## config.mk

```make
export PLATFORM = sky130hd
export DESIGN_NAME = mac_lookup_ctrl_flat
export DESIGN_NICKNAME = d
export VERILOG_FILES = /design/src/rtl/mac_lookup_ctrl_if.sv /design/src/rtl/mac_lookup_ctrl.sv /design/src/flat_wrapper.sv
export SDC_FILE = /design/constraint.sdc
export NUM_CORES = 1
export LEC_CHECK = 0
export BUFFER_PORTS_ARGS = -buffer_cell sky130_fd_sc_hd__buf_2
export CAP_MARGIN = 20
export CORE_ASPECT_RATIO = 1.2
export CORE_UTILIZATION = 40
export DETAILED_ROUTE_END_ITERATION = 12
export SYNTH_ARGS = -nofsm -noshare
export SYNTH_HDL_FRONTEND = slang
export SYNTH_SLANG_ARGS = --single-unit
```

## constraint.sdc

```tcl
create_clock -name clk -period 2.55 [get_ports clk]
set_input_delay 0 -clock clk [delete_from_list [all_inputs] [get_ports clk]]
set_output_delay 0 -clock clk [all_outputs]
set_load 0.03 [all_outputs]
```

## src/rtl/mac_lookup_ctrl_if.sv

```systemverilog
// rtl/mac_lookup_ctrl_if.sv - ingress, address_table and decision signals of mac_lookup_ctrl
interface mac_lookup_ctrl_if #(
  parameter int PORT_W = 2
) ();
  logic              in_valid_i;
  logic              in_ready_o;
  logic [7:0]        in_data_i;
  logic              in_last_i;
  logic [PORT_W-1:0] in_port_i;

  logic              learn_req_o;
  logic [47:0]       learn_address_o;
  logic [PORT_W-1:0] learn_port_o;

  logic              read_req_o;
  logic [47:0]       read_address_o;
  logic [PORT_W-1:0] read_port_i;
  logic              read_port_valid_i;

  logic              dec_valid_o;
  logic              dec_ready_i;
  logic [PORT_W-1:0] dec_port_o;
  logic              dec_flood_o;
  logic              dec_drop_o;

  // Header front-end side
  modport slave (
    input  in_valid_i, in_data_i, in_last_i, in_port_i,
    input  read_port_i, read_port_valid_i, dec_ready_i,
    output in_ready_o, learn_req_o, learn_address_o, learn_port_o,
    output read_req_o, read_address_o,
    output dec_valid_o, dec_port_o, dec_flood_o, dec_drop_o
  );

  // Ingress mux / address_table / queue manager side
  modport master (
    output in_valid_i, in_data_i, in_last_i, in_port_i,
    output read_port_i, read_port_valid_i, dec_ready_i,
    input  in_ready_o, learn_req_o, learn_address_o, learn_port_o,
    input  read_req_o, read_address_o,
    input  dec_valid_o, dec_port_o, dec_flood_o, dec_drop_o
  );
endinterface

```

## src/rtl/mac_lookup_ctrl.sv

```systemverilog
// rtl/mac_lookup_ctrl.sv - MAC header capture, learn/lookup requests and forwarding decision
module mac_lookup_ctrl #(
  parameter int NUM_PORTS = 4,
  parameter int CNT_W     = 16
) (
  input  logic             clk,
  input  logic             rst,
  mac_lookup_ctrl_if.slave bus,
  output logic [CNT_W-1:0] runt_cnt_o
);
  localparam int PORT_W = $clog2(NUM_PORTS);

  typedef enum logic [2:0] {
    S_HDR,
    S_LEARN,
    S_LOOKUP,
    S_WAIT_RSP,
    S_DECIDE,
    S_DRAIN
  } state_t;

  state_t            state_q, state_d;
  logic [3:0]        byte_cnt_q;
  logic [47:0]       dst_q, src_q;
  logic [PORT_W-1:0] in_port_q;
  logic              eof_seen_q;
  logic [PORT_W-1:0] dec_port_q;
  logic              dec_flood_q, dec_drop_q;
  logic [CNT_W-1:0]  runt_cnt_q;

  logic in_ready, learn_req, read_req, dec_valid;

  // State register
  always_ff @(posedge clk) begin
    if (rst) state_q <= S_HDR;
    else     state_q <= state_d;
  end

  // Next state and per-state strobes; the header state is always ready so
  // in_valid_i alone marks an accepted byte there.
  always_comb begin
    state_d   = state_q;
    in_ready  = 1'b0;
    learn_req = 1'b0;
    read_req  = 1'b0;
    dec_valid = 1'b0;
    case (state_q)
      S_HDR: begin
        in_ready = 1'b1;
        if (bus.in_valid_i && byte_cnt_q == 4'd11) state_d = S_LEARN;
      end
      S_LEARN: begin
        learn_req = !src_q[40];
        state_d   = S_LOOKUP;
      end
      S_LOOKUP: begin
        if (dst_q[40]) begin
          state_d = S_DECIDE;
        end else begin
          read_req = 1'b1;
          state_d  = S_WAIT_RSP;
        end
      end
      S_WAIT_RSP: state_d = S_DECIDE;
      S_DECIDE: begin
        dec_valid = 1'b1;
        if (bus.dec_ready_i) state_d = eof_seen_q ? S_HDR : S_DRAIN;
      end
      S_DRAIN: begin
        in_ready = 1'b1;
        if (bus.in_valid_i && bus.in_last_i) state_d = S_HDR;
      end
      default: state_d = S_HDR;
    endcase
  end

  // Header capture, runt counting and decision registers
  always_ff @(posedge clk) begin
    if (rst) begin
      byte_cnt_q  <= 4'd0;
      dst_q       <= 48'd0;
      src_q       <= 48'd0;
      in_port_q   <= '0;
      eof_seen_q  <= 1'b0;
      dec_port_q  <= '0;
      dec_flood_q <= 1'b0;
      dec_drop_q  <= 1'b0;
      runt_cnt_q  <= '0;
    end else begin
      case (state_q)
        S_HDR: begin
          if (bus.in_valid_i) begin
            if (byte_cnt_q == 4'd0) in_port_q <= bus.in_port_i;
            if (byte_cnt_q < 4'd6) dst_q <= {dst_q[39:0], bus.in_data_i};
            else                   src_q <= {src_q[39:0], bus.in_data_i};
            if (byte_cnt_q == 4'd11) begin
              byte_cnt_q <= 4'd0;
              eof_seen_q <= bus.in_last_i;
            end else if (bus.in_last_i) begin
              byte_cnt_q <= 4'd0;
              if (runt_cnt_q != {CNT_W{1'b1}}) runt_cnt_q <= runt_cnt_q + CNT_W'(1);
            end else begin
              byte_cnt_q <= byte_cnt_q + 4'd1;
            end
          end
        end
        S_LOOKUP: begin
          // Group destinations (including broadcast) flood without a lookup
          if (dst_q[40]) begin
            dec_port_q  <= '0;
            dec_flood_q <= 1'b1;
            dec_drop_q  <= 1'b0;
          end
        end
        S_WAIT_RSP: begin
          if (!bus.read_port_valid_i) begin
            dec_port_q  <= '0;
            dec_flood_q <= 1'b1;
            dec_drop_q  <= 1'b0;
          end else if (bus.read_port_i == in_port_q) begin
            dec_port_q  <= '0;
            dec_flood_q <= 1'b0;
            dec_drop_q  <= 1'b1;
          end else begin
            dec_port_q  <= bus.read_port_i;
            dec_flood_q <= 1'b0;
            dec_drop_q  <= 1'b0;
          end
        end
        default: ;
      endcase
    end
  end

  assign bus.in_ready_o      = in_ready;
  assign bus.learn_req_o     = learn_req;
  assign bus.learn_address_o = src_q;
  assign bus.learn_port_o    = in_port_q;
  assign bus.read_req_o      = read_req;
  assign bus.read_address_o  = dst_q;
  assign bus.dec_valid_o     = dec_valid;
  assign bus.dec_port_o      = dec_valid ? dec_port_q : '0;
  assign bus.dec_flood_o     = dec_valid & dec_flood_q;
  assign bus.dec_drop_o      = dec_valid & dec_drop_q;
  assign runt_cnt_o          = runt_cnt_q;
endmodule

```

## src/flat_wrapper.sv

```systemverilog
// flat-port wrapper written by rule: the top's interface ports become plain ports
module mac_lookup_ctrl_flat 
#(
  parameter int NUM_PORTS = 4,
  parameter int CNT_W     = 16
)
  (clk, rst, runt_cnt_o, bus_in_valid_i, bus_in_data_i, bus_in_last_i, bus_in_port_i, bus_read_port_i, bus_read_port_valid_i, bus_dec_ready_i, bus_in_ready_o, bus_learn_req_o, bus_learn_address_o, bus_learn_port_o, bus_read_req_o, bus_read_address_o, bus_dec_valid_o, bus_dec_port_o, bus_dec_flood_o, bus_dec_drop_o);
  mac_lookup_ctrl_if bus_i ();
  input  logic clk;
  input  logic rst;
  output logic [CNT_W-1:0] runt_cnt_o;
  input wire logic [$bits(bus_i.in_valid_i)-1:0] bus_in_valid_i;
  input wire logic [$bits(bus_i.in_data_i)-1:0] bus_in_data_i;
  input wire logic [$bits(bus_i.in_last_i)-1:0] bus_in_last_i;
  input wire logic [$bits(bus_i.in_port_i)-1:0] bus_in_port_i;
  input wire logic [$bits(bus_i.read_port_i)-1:0] bus_read_port_i;
  input wire logic [$bits(bus_i.read_port_valid_i)-1:0] bus_read_port_valid_i;
  input wire logic [$bits(bus_i.dec_ready_i)-1:0] bus_dec_ready_i;
  output wire logic [$bits(bus_i.in_ready_o)-1:0] bus_in_ready_o;
  output wire logic [$bits(bus_i.learn_req_o)-1:0] bus_learn_req_o;
  output wire logic [$bits(bus_i.learn_address_o)-1:0] bus_learn_address_o;
  output wire logic [$bits(bus_i.learn_port_o)-1:0] bus_learn_port_o;
  output wire logic [$bits(bus_i.read_req_o)-1:0] bus_read_req_o;
  output wire logic [$bits(bus_i.read_address_o)-1:0] bus_read_address_o;
  output wire logic [$bits(bus_i.dec_valid_o)-1:0] bus_dec_valid_o;
  output wire logic [$bits(bus_i.dec_port_o)-1:0] bus_dec_port_o;
  output wire logic [$bits(bus_i.dec_flood_o)-1:0] bus_dec_flood_o;
  output wire logic [$bits(bus_i.dec_drop_o)-1:0] bus_dec_drop_o;
  assign bus_i.in_valid_i = bus_in_valid_i;
  assign bus_i.in_data_i = bus_in_data_i;
  assign bus_i.in_last_i = bus_in_last_i;
  assign bus_i.in_port_i = bus_in_port_i;
  assign bus_i.read_port_i = bus_read_port_i;
  assign bus_i.read_port_valid_i = bus_read_port_valid_i;
  assign bus_i.dec_ready_i = bus_dec_ready_i;
  assign bus_in_ready_o = bus_i.in_ready_o;
  assign bus_learn_req_o = bus_i.learn_req_o;
  assign bus_learn_address_o = bus_i.learn_address_o;
  assign bus_learn_port_o = bus_i.learn_port_o;
  assign bus_read_req_o = bus_i.read_req_o;
  assign bus_read_address_o = bus_i.read_address_o;
  assign bus_dec_valid_o = bus_i.dec_valid_o;
  assign bus_dec_port_o = bus_i.dec_port_o;
  assign bus_dec_flood_o = bus_i.dec_flood_o;
  assign bus_dec_drop_o = bus_i.dec_drop_o;
  mac_lookup_ctrl #(.NUM_PORTS(NUM_PORTS), .CNT_W(CNT_W)) u_core (.clk(clk), .rst(rst), .bus(bus_i), .runt_cnt_o(runt_cnt_o));
endmodule
```

# Yosys cells after proc, flatten, opt, wreduce, memory -nomap -nowiden

Index checks and enable logic that the tools add are counted.
W data, S select, Z words.

Bits of input ports: 18
Flip-flop bits (word level): 126
Output and inout bits: 122

$add $sub $neg: 2
$lt $le $gt $ge: 1
Mux-type cells: 25
Reduce and logical (&&, ||, !) cells: 15
Equal/unequal tests: 12
Bitwise gates (word level): 4

Operators with widths:

| cell                    | count |
|---|---|
| $pmux W3 S6             | 1 |
| $add A16 B1 Y16 const B | 1 |
| $ne A16 B16 Y1 const B  | 1 |
| $mux W3                 | 5 |
| $reduce_and A3 Y1       | 5 |
| $mux W1                 | 10 |
| $mux W2                 | 4 |
| $mux W4                 | 2 |
| $eq A3 B2 Y1 const B    | 2 |
| $eq A3 B3 Y1 const B    | 2 |
| $ne A2 B1 Y1 const B    | 3 |
| $reduce_and A5 Y1       | 1 |
| $add A4 B1 Y4 const B   | 1 |
| $eq A4 B4 Y1 const B    | 1 |
| $logic_not A4 Y1        | 1 |
| $lt A4 B3 Y1 const B    | 1 |
| $pmux W1 S2             | 2 |
| $pmux W2 S2             | 1 |
| $reduce_and A2 Y1       | 2 |
| $eq A3 B1 Y1 const B    | 1 |
| $logic_not A3 Y1        | 1 |
| $and A1 B1 Y1           | 2 |
| $eq A2 B2 Y1            | 1 |
| $logic_and A1 B1 Y1     | 2 |
| other kinds (5)         | 6 |

# Longest topological paths before layout

Gate-level depths: netlist of run 1.

Word-level depth: 4
Gate-level depth with buffers: 8

# Worst setup path after synthesis of run 1

OpenSTA, ideal clock, no wires.

Path kind: reg2reg
From: register u_core.runt_cnt_q[0], in the netlist u_core.runt_cnt_o[0]
To: register u_core.runt_cnt_q[4], in the netlist u_core.runt_cnt_o[4]
Data required time: 2.449 ns
Setup slack: 0.356 ns
Setup time: 0.101 ns
Arrival time: 2.093 ns
Cell stages (with the launch flop): 7
Clock period less this slack: 2.194 ns
Cell sequence: dfxtp_1 -> ha_1 -> nand4_1 -> nor4_1 -> clkbuf_1 -> o311ai_0 -> o41ai_1

Word-level cells in the longest chain between the ends: 2

Ends and longest elaborated chain:

| item                                                    | line                   | text |
|---|---|---|
| from (decl)                                             | mac_lookup_ctrl.sv:29  | `logic [CNT_W-1:0] runt_cnt_q;` |
| from (signal assigned)                                  | mac_lookup_ctrl.sv:101 | `if (runt_cnt_q != {CNT_W{1'b1}}) runt_cnt_q <= runt_cnt_q + CNT_W'(1);` |
| branches (longest 2 deep; another with $add A16 B1 Y16) | n/a                    |  |

Parallel ways; which one is timed is not known.
A chain may end at the register's enable or synchronous reset.

# Worst setup path after layout of run 1

From: register u_core.runt_cnt_q[1], in the netlist u_core.runt_cnt_o[1]
To: register u_core.runt_cnt_q[14], in the netlist u_core.runt_cnt_o[14]

Same word-level chain as after synthesis.

==> results of run 1 <==
-- logic make-up after synthesis --
logic type                 Yosys count
AOI/OAI and AO/OA                  141
DFF                                126
and+or+nand+nor                    292
xor gates and xnor gates             3
adders and majority gates            3
buffers and inverters               49
muxes                                7
-- timing repair --
item,4_1_cts,5_1_grt
hold buffers,18,0
endpoints found under the hold margin,33,0
buffers inserted,0,0
-- path summary, 6_finish.rpt --
path / start / slack (ns) / cells after the start / to
setup reg to reg: u_core.runt_cnt_o[1] / 0.47 / 5 / u_core.runt_cnt_o[14]
hold reg to reg: u_core.bus.learn_address_o[46] / 0.45 / 2 / u_core.bus.learn_address_o[46]
hold / removal: bus_in_data_i[4] / 0.39 / 4 / u_core.bus.learn_address_o[4]
setup / recovery: u_core.runt_cnt_o[1] / 0.47 / 5 / u_core.runt_cnt_o[14]
-- critical path: stages (launching register included) --
cell and delay (ns):
sky130_fd_sc_hd__dfxtp_1 0.41, sky130_fd_sc_hd__ha_1 0.21, sky130_fd_sc_hd__nand4_1 0.25, sky130_fd_sc_hd__or4_4 0.57, sky130_fd_sc_hd__or4_1 0.41, sky130_fd_sc_hd__a21oi_1 0.16
-- sequential cells by signal, indices dropped and copies added (netlist names), 2 cells and up --
signal and count:
u_core.byte_cnt_q 4, u_core.bus.read_address_o 48, u_core.bus.learn_port_o 2, u_core.dec_port_q 2, u_core.bus.learn_address_o 48, u_core.runt_cnt_o 16
u_core.state_q 3
-- synth_stat cells, drive strengths merged, types with 2 or more instances --
| cell type | n | area [sq um] |
|---|---|---|
| nand2 | 204 | 765.7 |
| dfxtp | 126 | 2522 |
| a21oi | 111 | 555.5 |
| clkbuf | 38 | 142.6 |
| nor2 | 21 | 78.83 |
| nand3 | 13 | 65.06 |
| nor4 | 8 | 50.05 |
| inv | 7 | 26.28 |
| or4 | 7 | 56.30 |
| and3 | 6 | 37.54 |
| nand4 | 6 | 37.54 |
| nor2b | 6 | 37.54 |
| o31ai | 6 | 45.04 |
| mux2 | 5 | 56.30 |
| o21ai | 5 | 25.02 |
| and2 | 4 | 25.02 |
| buf | 4 | 23.77 |
| or3 | 4 | 26.28 |
| ha | 3 | 37.54 |
| nor4b | 3 | 32.53 |
| a21boi | 2 | 15.01 |
| a21o | 2 | 15.01 |
| a22oi | 2 | 15.01 |
| a31oi | 2 | 12.51 |
| and4 | 2 | 17.52 |
| mux2i | 2 | 20.02 |
| nand3b | 2 | 15.01 |
| nor3 | 2 | 10.01 |
| o21a | 2 | 15.01 |
| xnor2 | 2 | 17.52 |
-- metal layers --
layer	track usage (%)	wire, microns	up-vias
met3	6.275	664	26
li1	-	-	2404
met4	9.331	264	0
met1	23.09	5334	2270
met2	35.25	6639	111
met5	0	0	-
-- layout make-up --
type	instances	area, sq um	share of cell area, %
Clock buffer	17	425.4	6.489
Inverter	7	26.28	0.4008
Sequential cell	126	2522	38.47
Clock inverter	15	185.2	2.824
Multi-Input combinational cell	446	2220	33.85
Timing Repair Buffer	170	975.9	14.89
Tap cell	161	201.4	3.073
-- per-stage QoR --
| stage | power, W | setup WS, ns | util (%) |
|---|---|---|---|
| floorplan | 0.002172 | 0.3555 | - |
| finish | 0.004673 | 0.4715 | 54.38 |
| global placement | 0.002236 | 0.5452 | 47.82 |
| detailed placement | 0.002239 | 0.4962 | 47.82 |
| CTS | 0.004735 | 0.4610 | 54.38 |
| global route | 0.004828 | 0.3316 | 54.38 |
-- where the power goes --
part           internal, W  switching, W  leakage [nW]
logic            0.0000701      0.000142          1.40
registers          0.00199     0.0000176          1.02
clock network      0.00155      0.000908         0.283
total              0.00361       0.00107          2.70
==> run summary, run 1 <==
POWER AND IR DROP
-------------------------------------------------------------------------------------
Power density over the cells                                             712.8 mW/mm^2
Leakage                                                                      2.697 nW
Highest ir drop seen on vdd                                                 0.4029 mV

CRITICAL PATH
-------------------------------------------------------------------------------------
Maximum net fanout on the critical path                                             5
Critical Path RT                                                              2.88 ns
Crit. End Element                                                           flip-flop
WS Path Type                                                               reg -> reg
Arrival time worst endpoint                                                   2.41 ns
Type of element launching the critical path                                 flip-flop

STA
-------------------------------------------------------------------------------------
Setup total negative slack                                                       0 ns
Final hold violation count                                                          0
Number of slew-limit violations in the final report                                 0
Worst slew margin                                                              60.02%
Crit path time final                                                         2.079 ns
Final Setup Violations                                                              0
Max frequency                                                              0.4811 GHz
Fin Hold WS                                                                 0.3918 ns
Final cycle utilization of the critical path                                   81.51%
Transition time of the tightest slew-check pin                              0.5846 ns
Clock Skews                                                               0.008975 ns
RSZ-0062 raised after global routing                                            false

LOGIC SYNTHESIS
-------------------------------------------------------------------------------------
Average cell area after synthesis                                         7.920 sq um
Post-synth net total                                                              642
Synth async-reset ratio                                                            0%
Cell count after synthesis                                                        621
Simple-gate area share of the yosys netlist                                    26.23%
Distinct cells, synth                                                              49
Post-synthesis xor/xnor area fraction                                         0.5342%
Post-synth EDFFs                                                                    0
Post-synthesis instance area                                             0.004918 sq mm
Primary FF master, synth                                                 sky130_fd_sc_hd__dfxtp_1
Count of synthesis-stage warnings from yosys                                        0
Post-synthesis compound-gate area fraction                                     15.72%
Proportion of synthesized chip area in sequential cells                        51.28%
Adder-cell area share of the yosys netlist                                    0.7632%
Share of cell area taken by muxes after synthesis                              1.552%
#FFs+latches synth                                                                126
Largest family of logic cells by synthesized area                        simple AND/OR/NAND/NOR gates

CLOCK TREE
-------------------------------------------------------------------------------------
CTS max path bufs                                                                   2
TritonCTS clock tree                                                              yes
Total clock buffers created by CTS                                                 17
H-tree lvl count                                                                    4
Clock Latency Late Sink                                                       0.41 ns
Clock tree root buffer cell                                              sky130_fd_sc_hd__clkbuf_16
Number of sinks driven by the clock tree                                          126
Clock-pin transition on the worst setup and hold timing paths                 0.06 ns
Cts repair resizes                                                                  0

FLOORPLANNING
-------------------------------------------------------------------------------------
Site Rows                                                                          44
Number of ports placed on the die boundary                                        140
Die ar.                                                                  0.01275 sq mm
Starting utilization of the core area                                          40.79%
Die span in y                                                            123.5 microns
Die width                                                                103.2 microns
Area inside the core boundary                                            0.01206 sq mm

PLACE
-------------------------------------------------------------------------------------
Cell Area, Placed                                                        0.005766 sq mm
Port Buf Inserts                                                                  139
Global placement routability congestion                                        0.7613
Final HPWL DP                                                            8584 microns
Placed insts                                                                      892

CELLS AND AREA
-------------------------------------------------------------------------------------
Layout cells sized above 1                                                     24.97%
Antenna diode instance count                                                        0
Post-route cell area                                                     0.006556 sq mm
Layout Cells excl Fill                                                            942
Most frequent standard cell in the layout excluding fill and tap cells   sky130_fd_sc_hd__nand2_1
Net count, final                                                                  789
Most used cells in the layout excluding fill and tap cells               sky130_fd_sc_hd__nand2_1, sky130_fd_sc_hd__buf_2, sky130_fd_sc_hd__dfxtp_1
Area Overhead vs Synth                                                         33.30%
Number of filler instances in the final layout                                   1132

STATUS
-------------------------------------------------------------------------------------
Outcome                                                                  finished clean

GRT
-------------------------------------------------------------------------------------
Number of global-route vias before repair                                        4442
Antenna violations before repair                                                    0
Global route overflow                                                               0
Wire length of the first global-routing pass                             20420 microns
Gr usage total                                                                 20.51%
Maximum number of pins on one net before global-route repair                       53

DRT
-------------------------------------------------------------------------------------
Wire length per cell after detailed routing                              13.70 microns
Final routed wirelength across all metal layers                          12900 microns
Vias                                                                             4811
Via/cell ratio                                                                  5.107
Remaining number of nets flagged by the antenna check after routing                 0
Residual DRC                                                                        0
Iter 0 DRT Violations                                                             192
1st-pass router iterations                                                          4

WORST HOLD PATH
-------------------------------------------------------------------------------------
Type of the most critical hold path                                         in -> reg

FLOW RUN
-------------------------------------------------------------------------------------
Max-cap check violation count                                                       0

Power figures use the tool's default switching activity.
==> inputs of run 2 (changes only) <==
clock period = 2.04 ns   (was 2.55 ns; I/O delays follow)
==> run 2 against run 1 <==
  * Critical path type unchanged
  * Register-to-register slack lost 0.39 ns
  * Critical path depth grew 1
  * Sequential power grew 25%
  * Die area is the same
  * Largest power group unchanged
  * Final area grew 0.34%
  * Largest cell class unchanged
==> run summary, run 2 (same netlist as run 1, synthesis figures left out) <==
DRT
--------------------------------------------------------------------------------------
1st-pass router iterations                                                           4
Vias                                                                              4756
Remaining number of nets flagged by the antenna check after routing                  0
Wire length per cell after detailed routing                               13.68 microns
Iter 0 DRT Violations                                                              159
Final routed wirelength across all metal layers                           12900 microns
Via/cell ratio                                                                   5.043
Residual DRC                                                                         0

STA
--------------------------------------------------------------------------------------
Final Setup Violations                                                               0
Final cycle utilization of the critical path                                    95.86%
Max frequency                                                               0.5114 GHz
Worst slew margin                                                               65.29%
Number of slew-limit violations in the final report                                  0
Crit path time final                                                          1.956 ns
RSZ-0062 raised after global routing                                             false
Transition time of the tightest slew-check pin                               0.5206 ns
Clock Skews                                                                0.007986 ns
Setup total negative slack                                                        0 ns
Final hold violation count                                                           0

FLOORPLANNING
--------------------------------------------------------------------------------------
Die ar.                                                                   0.01275 sq mm
Die span in y                                                             123.5 microns
Starting utilization of the core area                                           40.79%
Area inside the core boundary                                             0.01206 sq mm
Site Rows                                                                           44
Die width                                                                 103.2 microns
Number of ports placed on the die boundary                                         140

POWER AND IR DROP
--------------------------------------------------------------------------------------
Leakage                                                                       2.721 nW
Power density over the cells                                              871.1 mW/mm^2
Overall Power                                                               0.005731 W
Highest ir drop seen on vdd                                                  0.5269 mV

CRITICAL PATH
--------------------------------------------------------------------------------------
Cell type group with the largest total delay on the critical path         simple AND/OR/NAND/NOR gates
Longest individual stage delay on the worst path                               0.37 ns
Critical Path RT                                                               2.34 ns
Library cell contributing the largest single delay on the critical path   sky130_fd_sc_hd__mux2_2
Type of element launching the critical path                                  flip-flop
Path depth of the worst reg2reg path                                                 6
Maximum net fanout on the critical path                                             21
Chain of cells forming the critical path                                  buf_4, nor4b_2, nand3_1, buf_4, nor4_1, mux2_2
Crit. End Element                                                            flip-flop
Worst Path Buf+Inv                                                                   2
Most frequent cell on the critical path                                   sky130_fd_sc_hd__buf_4
Critical path depth in cells                                                         6
WS Path Type                                                                reg -> reg
Arrival time worst endpoint                                                    2.25 ns

WORST HOLD PATH
--------------------------------------------------------------------------------------
Type of the most critical hold path                                          in -> reg
Number of stages on the worst hold path                                              3

CELLS AND AREA
--------------------------------------------------------------------------------------
Antenna diode instance count                                                         0
Most frequent standard cell in the layout excluding fill and tap cells    sky130_fd_sc_hd__nand2_1
Layout cells sized above 1                                                      25.58%
Post-route cell area                                                      0.006579 sq mm
Area Overhead vs Synth                                                          33.76%
Net count, final                                                                   790
Most used cells in the layout excluding fill and tap cells                sky130_fd_sc_hd__nand2_1, sky130_fd_sc_hd__buf_2, sky130_fd_sc_hd__dfxtp_1

CLOCK TREE
--------------------------------------------------------------------------------------
Clock tree root buffer cell                                               sky130_fd_sc_hd__clkbuf_16
Clock Latency Late Sink                                                        0.41 ns
Clock-pin transition on the worst setup and hold timing paths                  0.06 ns
H-tree lvl count                                                                     4
Number of sinks driven by the clock tree                                           126
Post-CTS Setup Repair Bufs                                                           0
TritonCTS clock tree                                                               yes
Total clock buffers created by CTS                                                  17
CTS max path bufs                                                                    2

GRT
--------------------------------------------------------------------------------------
Maximum number of pins on one net before global-route repair                        52
Antenna violations before repair                                                     0
Met2 Usage GRT                                                                  34.00%
Global route overflow                                                                0
Gr usage total                                                                  20.43%
Wire length of the first global-routing pass                              20240 microns
Number of global-route vias before repair                                         4184
Layer with the highest usage after global routing                                 met2
Fraction of met3 tracks used by global routing                                  6.897%
Routing usage on met1                                                           24.36%

PLACE
--------------------------------------------------------------------------------------
Port Buf Inserts                                                                   139
Cell Area, Placed                                                         0.005813 sq mm
Global placement routability congestion                                         0.7620
Final HPWL DP                                                             8529 microns

STATUS
--------------------------------------------------------------------------------------
Outcome                                                                   finished clean

FLOW RUN
--------------------------------------------------------------------------------------
Max-cap check violation count                                                        0

-- run 2: changes by cell type in the layout (fill, tap and decap cells not counted), sizes merged --
cell	before	now
dlygate4sd3	18	16
buf	152	155
bufinv	3	2
clkinvlp	5	4
clkinv	3	5
-- run 2: path summary, 6_finish.rpt --
path	from	endpoint	slack [ns]
setup / recovery	u_core.state_q[2]	u_core.runt_cnt_o[9]	0.08
hold / removal	bus_read_port_valid_i	u_core.dec_flood_q	0.02
setup reg to reg	u_core.state_q[2]	u_core.runt_cnt_o[9]	0.08
hold reg to reg	u_core.bus.learn_address_o[41]	u_core.bus.learn_address_o[41]	0.45
-- run 2: timing repair --
| action | 4_1_cts | 5_1_grt |
|---|---|---|
| hold endpoints to repair | 32 | 0 |
| gates resized for setup | 0 | 3 |
| setup endpoints to repair | 0 | 12 |
| hold buffers | 16 | 0 |
-- run 2: layout make-up --
type | instances | area [sq um]
clock buffers | 17 | 425.4
clock inverters | 15 | 161.4
fillers | 1142 | 5478
inverters | 7 | 26.28
multi-input cells | 446 | 2238
flip-flops and latches | 126 | 2522
well taps | 161 | 201.4
repair buffers | 171 | 1003
-- run 2: through the flow --
| step | instances | setup slack (ns) | hold slack (ns) | util [%] |
|---|---|---|---|---|
| floorplan | 621 | -0.1085 | 0.1360 | - |
| global placement | 895 | 0.02795 | 0.2380 | 48.22 |
| detailed placement | 895 | 0.01235 | 0.2429 | 48.22 |
| CTS | 943 | 0.0007210 | 0.0006639 | 54.41 |
| global route | 943 | 0.009763 | 0.01712 | 54.57 |
| finish | 943 | 0.08440 | 0.01948 | 54.57 |
-- run 2: where the power goes --
group / switching, W / leakage [nW] / internal (W)
sequential: 0.0000212 / 1.02 / 0.00249
combinational: 0.000178 / 1.43 / 0.0000885
clock: 0.00115 / 0.277 / 0.00181
-- run 2: worst register-to-register path, stage by stage (launching register included) --
cell and delay, ns:
sky130_fd_sc_hd__dfxtp_1 0.31, sky130_fd_sc_hd__buf_4 0.18, sky130_fd_sc_hd__nor4b_2 0.33, sky130_fd_sc_hd__nand3_1 0.12
sky130_fd_sc_hd__buf_4 0.22, sky130_fd_sc_hd__nor4_1 0.33, sky130_fd_sc_hd__mux2_2 0.37
-- run 2: layer usage --
metal	wire (microns)	vias to the layer above
met2	6497	106
met5	0	-
met1	5560	2229
met4	247	0
li1	-	2400
met3	595	21
